[src/rtl/alu_arbiter.sv]
// Round-robin front end sharing one 32-bit ALU between two requesters, with
// multi-cycle multiply sequencing and a single tagged, backpressured response.
module alu_arbiter #(
  parameter int unsigned MUL_LAT = 3
) (
  input  logic        clk_i,
  input  logic        rst_i,
  input  logic        req0_valid_i,
  output logic        req0_ready_o,
  input  logic [31:0] req0_data1_i,
  input  logic [31:0] req0_data2_i,
  input  logic [2:0]  req0_ctrl_i,
  input  logic        req1_valid_i,
  output logic        req1_ready_o,
  input  logic [31:0] req1_data1_i,
  input  logic [31:0] req1_data2_i,
  input  logic [2:0]  req1_ctrl_i,
  output logic        rsp_valid_o,
  input  logic        rsp_ready_i,
  output logic        rsp_id_o,
  output logic [31:0] rsp_data_o,
  output logic        rsp_zero_o
);

  localparam logic [2:0] CTRL_ADD = 3'b010;
  localparam logic [2:0] CTRL_SUB = 3'b110;
  localparam logic [2:0] CTRL_AND = 3'b000;
  localparam logic [2:0] CTRL_OR  = 3'b001;
  localparam logic [2:0] CTRL_MUL = 3'b111;
  localparam logic [3:0] MUL_CNT  = 4'(MUL_LAT - 1);

  typedef enum logic [1:0] {IDLE, EXEC, DONE} state_t;

  state_t      state_q, state_d;
  logic [3:0]  cnt_q, cnt_d;
  logic        last_grant_q, last_grant_d;
  logic [31:0] op_a_q, op_a_d;
  logic [31:0] op_b_q, op_b_d;
  logic [2:0]  op_ctrl_q, op_ctrl_d;
  logic        op_id_q, op_id_d;
  logic [31:0] rsp_data_q, rsp_data_d;
  logic        rsp_id_q, rsp_id_d;
  logic        rsp_zero_q, rsp_zero_d;

  logic        grant0, grant1, accept;
  logic [31:0] alu_a, alu_b, alu_res;
  logic [2:0]  alu_ctrl;

  // Ties go to the requester that did not win last time.
  always_comb begin
    grant0 = (state_q == IDLE) && !rst_i && req0_valid_i && (!req1_valid_i || last_grant_q);
    grant1 = (state_q == IDLE) && !rst_i && req1_valid_i && (!req0_valid_i || !last_grant_q);
    accept = grant0 || grant1;
  end

  assign req0_ready_o = grant0;
  assign req1_ready_o = grant1;

  // In IDLE the ALU sees the granted request; otherwise the captured operands.
  always_comb begin
    if (state_q == IDLE) begin
      alu_a    = grant1 ? req1_data1_i : req0_data1_i;
      alu_b    = grant1 ? req1_data2_i : req0_data2_i;
      alu_ctrl = grant1 ? req1_ctrl_i  : req0_ctrl_i;
    end else begin
      alu_a    = op_a_q;
      alu_b    = op_b_q;
      alu_ctrl = op_ctrl_q;
    end
  end

  always_comb begin
    case (alu_ctrl)
      CTRL_ADD: alu_res = alu_a + alu_b;
      CTRL_SUB: alu_res = alu_a - alu_b;
      CTRL_AND: alu_res = alu_a & alu_b;
      CTRL_OR:  alu_res = alu_a | alu_b;
      CTRL_MUL: alu_res = alu_a * alu_b;
      default:  alu_res = 32'd0;
    endcase
  end

  always_comb begin
    state_d      = state_q;
    cnt_d        = cnt_q;
    last_grant_d = last_grant_q;
    op_a_d       = op_a_q;
    op_b_d       = op_b_q;
    op_ctrl_d    = op_ctrl_q;
    op_id_d      = op_id_q;
    rsp_data_d   = rsp_data_q;
    rsp_id_d     = rsp_id_q;
    rsp_zero_d   = rsp_zero_q;
    case (state_q)
      IDLE: begin
        if (accept) begin
          op_a_d       = alu_a;
          op_b_d       = alu_b;
          op_ctrl_d    = alu_ctrl;
          op_id_d      = grant1;
          last_grant_d = grant1;
          if ((alu_ctrl == CTRL_MUL) && (MUL_LAT > 1)) begin
            state_d = EXEC;
            cnt_d   = MUL_CNT;
          end else begin
            state_d    = DONE;
            rsp_data_d = alu_res;
            rsp_id_d   = grant1;
            rsp_zero_d = (alu_res == 32'd0);
          end
        end
      end
      EXEC: begin
        if (cnt_q <= 4'd1) begin
          state_d    = DONE;
          cnt_d      = 4'd0;
          rsp_data_d = alu_res;
          rsp_id_d   = op_id_q;
          rsp_zero_d = (alu_res == 32'd0);
        end else begin
          cnt_d = cnt_q - 4'd1;
        end
      end
      DONE: begin
        if (rsp_ready_i) begin
          state_d = IDLE;
        end
      end
      default: state_d = IDLE;
    endcase
  end

  always_ff @(posedge clk_i) begin
    if (rst_i) begin
      state_q      <= IDLE;
      cnt_q        <= 4'd0;
      last_grant_q <= 1'b1;
      op_a_q       <= 32'd0;
      op_b_q       <= 32'd0;
      op_ctrl_q    <= 3'd0;
      op_id_q      <= 1'b0;
      rsp_data_q   <= 32'd0;
      rsp_id_q     <= 1'b0;
      rsp_zero_q   <= 1'b0;
    end else begin
      state_q      <= state_d;
      cnt_q        <= cnt_d;
      last_grant_q <= last_grant_d;
      op_a_q       <= op_a_d;
      op_b_q       <= op_b_d;
      op_ctrl_q    <= op_ctrl_d;
      op_id_q      <= op_id_d;
      rsp_data_q   <= rsp_data_d;
      rsp_id_q     <= rsp_id_d;
      rsp_zero_q   <= rsp_zero_d;
    end
  end

  assign rsp_valid_o = (state_q == DONE);
  assign rsp_id_o    = rsp_id_q;
  assign rsp_data_o  = rsp_data_q;
  assign rsp_zero_o  = rsp_zero_q;

endmodule

[config.mk]
export PLATFORM = sky130hd
export DESIGN_NAME = alu_arbiter
export DESIGN_NICKNAME = d
export VERILOG_FILES = /design/src/rtl/alu_arbiter.sv
export SDC_FILE = /design/constraint.sdc
export NUM_CORES = 2
export LEC_CHECK = 0
export BUFFER_PORTS_ARGS = -buffer_cell sky130_fd_sc_hd__buf_2
export CAP_MARGIN = 20
export CORE_MARGIN = 4
export CORE_UTILIZATION = 60
export DETAILED_ROUTE_END_ITERATION = 12
export GPL_ROUTABILITY_DRIVEN = 0
export PLACE_DENSITY_LB_ADDON = 0.1
export SYNTH_ARGS = -nofsm -noshare
export SYNTH_HDL_FRONTEND = slang
export SYNTH_SLANG_ARGS = --single-unit
[constraint.sdc]
create_clock -name clk_i -period 17.46 [get_ports clk_i]
set_input_delay 1.746 -clock clk_i [delete_from_list [all_inputs] [get_ports clk_i]]
set_output_delay 1.746 -clock clk_i [all_outputs]
set_load 0.02 [all_outputs]
After elaboration in Yosys (flattened, before gate mapping)

Cells that the tools add are included.
W data, S select, Z words.

Add/subtract/negate cells: 3
Reduce and logical (&&, ||, !) cells: 20
Magnitude comparators: 1
Mux-type cells: 28
Bitwise gates (word level): 2
$mul: 1
Eq/ne operators: 11

Operators with widths:

| kind                 | number |
|---|---|
| $mux W32             | 7 |
| $pmux W32 S5         | 1 |
| $pmux W32 S2         | 1 |
| $add A32 B32 Y32     | 1 |
| $and A32 B32 Y32     | 1 |
| $logic_not A32 Y1    | 1 |
| $mul A32 B32 Y32     | 1 |
| $or A32 B32 Y32      | 1 |
| $sub A32 B32 Y32     | 1 |
| $mux W4              | 3 |
| $mux W2              | 4 |
| $pmux W4 S2          | 1 |
| $eq A3 B3 Y1 const B | 2 |
| $mux W1              | 6 |
| $mux W3              | 2 |
| $ne A2 B2 Y1 const B | 3 |
| $pmux W2 S3          | 1 |
| $reduce_and A3 Y1    | 2 |
| $logic_and A1 B1 Y1  | 5 |
| $le A4 B1 Y1 const B | 1 |
| $logic_not A1 Y1     | 4 |
| $ne A2 B1 Y1 const B | 2 |
| $pmux W1 S2          | 2 |
| $reduce_and A4 Y1    | 1 |
| 10 further kinds     | 12 |

Logic and storage cells: 76
Output and inout port bits: 37
Register bits after elaboration: 109

Depth between registers and ports, before layout

Depth after elaboration: 12
Mapped depth: 39

Worst setup path after synthesis

No wires, ideal clock.

Path kind: input port to flip-flop
Start point: in req1_valid_i
End point: reg rsp_zero_q, in the netlist rsp_zero_o
Data arrival time: 10.265 ns
Slack: 7.107 ns
Cell stages on the path: 36
Cells stage by stage: nor2b_1 > buf_2 > nand2_1 > buf_1 > mux2i_1 > o21a_1 > clkbuf_1 > buf_1 > nor2_1 > fa_1 > inv_1 > fa_1 > fa_1 > inv_1 > fa_1 > ha_1 > ha_1 > inv_1 > fa_1 > inv_1 > fa_1 > ha_1 > or3_1 > a32o_1 > a311o_1 > o41ai_1 > nand2_1 > a211oi_1 > nor2_1 > xor2_1 > a211oi_1 > nor4bb_1 > nand4_1 > nor4_2 > nand4_1 > o32ai_2

Longest elaborated chain between the ends: 10
Elaborated cells on any way between the ends: 31

Ends and longest elaborated chain:

| what                                           | RTL line | text |
|---|---|---|
| from (decl)                                    | 13       | `input logic req1_valid_i,` |
| $logic_and A1 B1 Y1 (2 in series)              | 52       | `grant1 = (state_q == IDLE) && !rst_i && req1_valid_i && (!req0_valid_i \|\| !last_grant_q);` |
| $mux W32, or another cell as far along         | 62       | `alu_a = grant1 ? req1_data1_i : req0_data1_i;` |
| $mux W32 or $mux W3 (tied branches)            | 61       | `if (state_q == IDLE) begin` |
| $mul A32 B32 Y32, or another cell as far along | 78       | `CTRL_MUL: alu_res = alu_a * alu_b;` |
| $pmux W32 S5                                   | 73       | `case (alu_ctrl)` |
| $logic_not A32 Y1                              | 109, 119 |  |
| $mux W1                                        | 102      | `if ((alu_ctrl == CTRL_MUL) && (MUL_LAT > 1)) begin` |
| $mux W1                                        | 96       | `if (accept) begin` |
| $pmux W1 S2                                    | 94       | `case (state_q)` |
| to (signal assigned)                           | 155      | `rsp_zero_q <= rsp_zero_d;` |
| to (decl)                                      | 43       | `logic rsp_zero_q, rsp_zero_d;` |

Several ways; a longest one is shown, not always the timed one. The select of a mux whose other input is x is not followed.
A chain may end at the register's enable or synchronous reset.

Worst setup path in the final report

Start point: in rst_i
End point: reg rsp_zero_q, in the netlist rsp_zero_o

Longest elaborated chain between the ends: 12
Elaborated cells on any way between the ends: 32

Ends and longest elaborated chain:

| what                                           | RTL line | text |
|---|---|---|
| from (decl)                                    | 7        | `input logic rst_i,` |
| $logic_not A1 Y1                               | 51, 52   |  |
| $logic_and A1 B1 Y1                            | 51, 52   |  |
| $logic_and A1 B1 Y1 (2 in series)              | 52       |  |
| $mux W32, or another cell as far along         | 62       |  |
| $mux W32 or $mux W3 (tied branches)            | 61       |  |
| $mul A32 B32 Y32, or another cell as far along | 78       |  |
| $pmux W32 S5                                   | 73       |  |
| $logic_not A32 Y1                              | 109, 119 |  |
| $mux W1                                        | 102      |  |
| $mux W1                                        | 96       |  |
| $pmux W1 S2                                    | 94       |  |

Several ways; a longest one is shown, not always the timed one. The select of a mux whose other input is x is not followed.

==> qor.yml <==
worst_pin_slew_ns: 1.184
wirelength_um: 93030
timing.rr.end: "rsp_zero_o"
io_pins: 176
cp-end-kind: "flop"
slowest_delay_ns: 0.92
highest_layer: "met5"
htree_levels: 3
antenna_found_initial: 4
worstHoldPathCells: 2
grt_pass1_vias: 23920
synth_top_area_share_pct: 33.40
crit_path_top_delay_cell: "o21a_1"
clk_latency_ns: 0.37
grt_remaining_overflow: 0
start_util_pct: 61.14
hp-start: "op_b_q[4]"
routed_via_density: 6.409
hold_viol_final: 0
cp.arrival_ns: 12.64
finalMaxSlewViolations: 0
hpwl_um: 68990
ctsHoldBuffers: 0
cts_buffer_depth: 2
fmax_ghz: 0.08086
ys_seq_area_share_pct: 8.901
reg2reg_from: "state_q[1]"
num_rows: 73
clock-skew-final_ns: 0.01897
wl_met1_um: 32510
syn_nets: 3837
synth_area_per_cell_um2: 7.828
ant_nets: 0
syn_inst: 3132
relSlewSlack_pct: 21.09
wl_met3_um: 14070
cts_num_sinks: 109
status: "finished clean"
synth_seq_cells: 109
cp-start-kind: "primary input"
crit_buf_inv: 5
yosysWarnings: 0
grt_pass1_wl_um: 141000
synth_flop_cell: "dfxtp_1"
die_w_um: 210.1
groute.usage.overall_pct: 41.83
synth_cell_types: 85
fp.coreArea_um2: 40100
first_pass_iters: 10
synth.most_common_cell: "nor2_1"
synthArstFlopShare_pct: 0
synthTopCellsByCount: "nor2_1, nand2_1, inv_1"
wire_per_inst_um: 25.04
cts_tree: "yes"
period_needed_ns: 12.37
routed-wl-met2_um: 38280
route.detailed.drc: 0
cts_resized: 0
nets: 3887
synth_edf_count: 0
dieArea_um2: 44160
cap_violations: 0
rr_worst_depth: 30
crit_family: "adder cells"
min_to: "op_b_q[4]"
required_ns: 17.74
cts_root_buf: "clkbuf_16"
synth.area.top_cells: "fa_1, dfxtp_1, ha_1, nor2_1, nand2_1"
grt_start_max_net_pins: 86
finalSetupViolations: 0
path_max_fanout: 29
rrSetupSlack_ns: 6.28
cts_setup_buffers: 0
netlist_area_um2: 24520
holdWs_ns: 0.4539
detail_route.iter0.violations: 3249
yosysTopAreaCell: "fa_1"
final.setup.tns_ns: 0
drive_above_1_share_pct: 10.13
finalCritPeriodShare_pct: 70.83
cts_buffers: 9
timing.critical_path.mode_cell: "fa_1"
min_path_type: "flop to flop"
vias: 23810
clkTransAtPathRegs_ns: 0.09
rsz0062_at_grt: "false"
syn_to_final_growth_pct: 6.696
die_y_um: 210.1
port_buffers: 175
crit_type: "primary input to flop"
==> per-stage QoR <==
stage / cells / setup slack [ns] / utilization (%) / cell area (um^2)
global route: 3712 / 4.794 / 65.22 / 26150
CTS: 3712 / 5.405 / 65.22 / 26150
global placement: 3696 / 4.907 / 64.40 / 25820
finish: 3715 / 5.093 / 65.24 / 26160
floorplan: 3132 / 7.107 / - / 24520
detailed placement: 3696 / 5.024 / 64.40 / 25820
==> cells in the final DEF, fill, tap and decap left out, drive strengths merged, types with 9 or more instances in the layout <==
| cell type | n |
|---|---|
| a31o | 15 |
| clkbuf | 10 |
| buf | 244 |
| a31oi | 29 |
| fa | 409 |
| nand2b | 16 |
| and2 | 26 |
| mux2i | 32 |
| and3 | 12 |
| dfxtp | 109 |
| o22ai | 10 |
| a21oi | 176 |
| nand3 | 30 |
| ha | 157 |
| nand4 | 30 |
| nor3 | 28 |
| xnor2 | 91 |
| o21ai | 86 |
| or3 | 12 |
| inv | 417 |
| o21a | 40 |
| xor2 | 33 |
| a21o | 19 |
| a211oi | 44 |
| clkinv | 13 |
| nand2 | 452 |
| maj3 | 12 |
| nor2 | 467 |
| o211ai | 17 |
| nor2b | 9 |
| or2 | 19 |
==> sequential cells by signal (all words and copies together), names as in the netlist, 2 cells and up <==
name	count
state_q	2
op_ctrl_q	3
cnt_q	4
op_a_q	32
op_b_q	32
rsp_data_o	32
==> area by class of cell <==
| cell class | count | area (um^2) |
|---|---|---|
| antenna | 3 | 7.507 |
| clock inverter | 6 | 90.09 |
| fill | 3549 | 13940 |
| inverter | 426 | 1599 |
| sequential | 109 | 2182 |
| tap | 525 | 656.9 |
| clock buffer | 10 | 239.0 |
| timing repair buffer | 244 | 1396 |
| multi-input combinational | 2392 | 19990 |
==> worst max-delay path by stage <==
stage                            start    endpoint  slack, ns  depth (start not counted)
after CTS                        rst_i  rsp_zero_o       5.41                         32
after global placement           rst_i  rsp_zero_o       4.91                         32
after floorplan           req1_valid_i  rsp_zero_o       7.11                         36
after detailed placement         rst_i  rsp_zero_o       5.02                         32
after global routing             rst_i  rsp_zero_o       4.79                         32
final                            rst_i  rsp_zero_o       5.09                         32
==> metal layers <==
| layer | vias up | GRT usage [%] |
|---|---|---|
| met1 | 11330 | 53.64 |
| met2 | 1874 | 60.61 |
| met3 | 490 | 14.72 |
| li1 | 10110 | - |
| met4 | 4 | 26.33 |
| met5 | - | 0 |
==> cell families (layout without fill, tap and decap cells) <==
kind of cell    Yosys count  in the layout  share of synthesized area [%]
simple gates           1127           1127                          19.43
buf+inv                 631            686                          9.784
fa+ha+maj               578            578                          41.90
compound gates          529            529                          14.11
xor+xnor                125            125                          4.522
flops                   109            109                          8.901
mux                      33             33                          1.352
other cells               0              3                              0
==> worst reg2reg max path: cells and delay by family, from the launching register on <==
kind	cells	cell delay, ns
AOI/OAI and AO/OA	8	2.88
xor gates and xnor gates	1	0.39
adders and majority gates	9	3.72
buffers and inverters	5	1.61
DFF	1	0.77
and+or+nand+nor	7	1.70
Power is left out: the tool's default activity adds up to more than one toggle a clock period on the data nets, which glitch-free logic cannot reach.
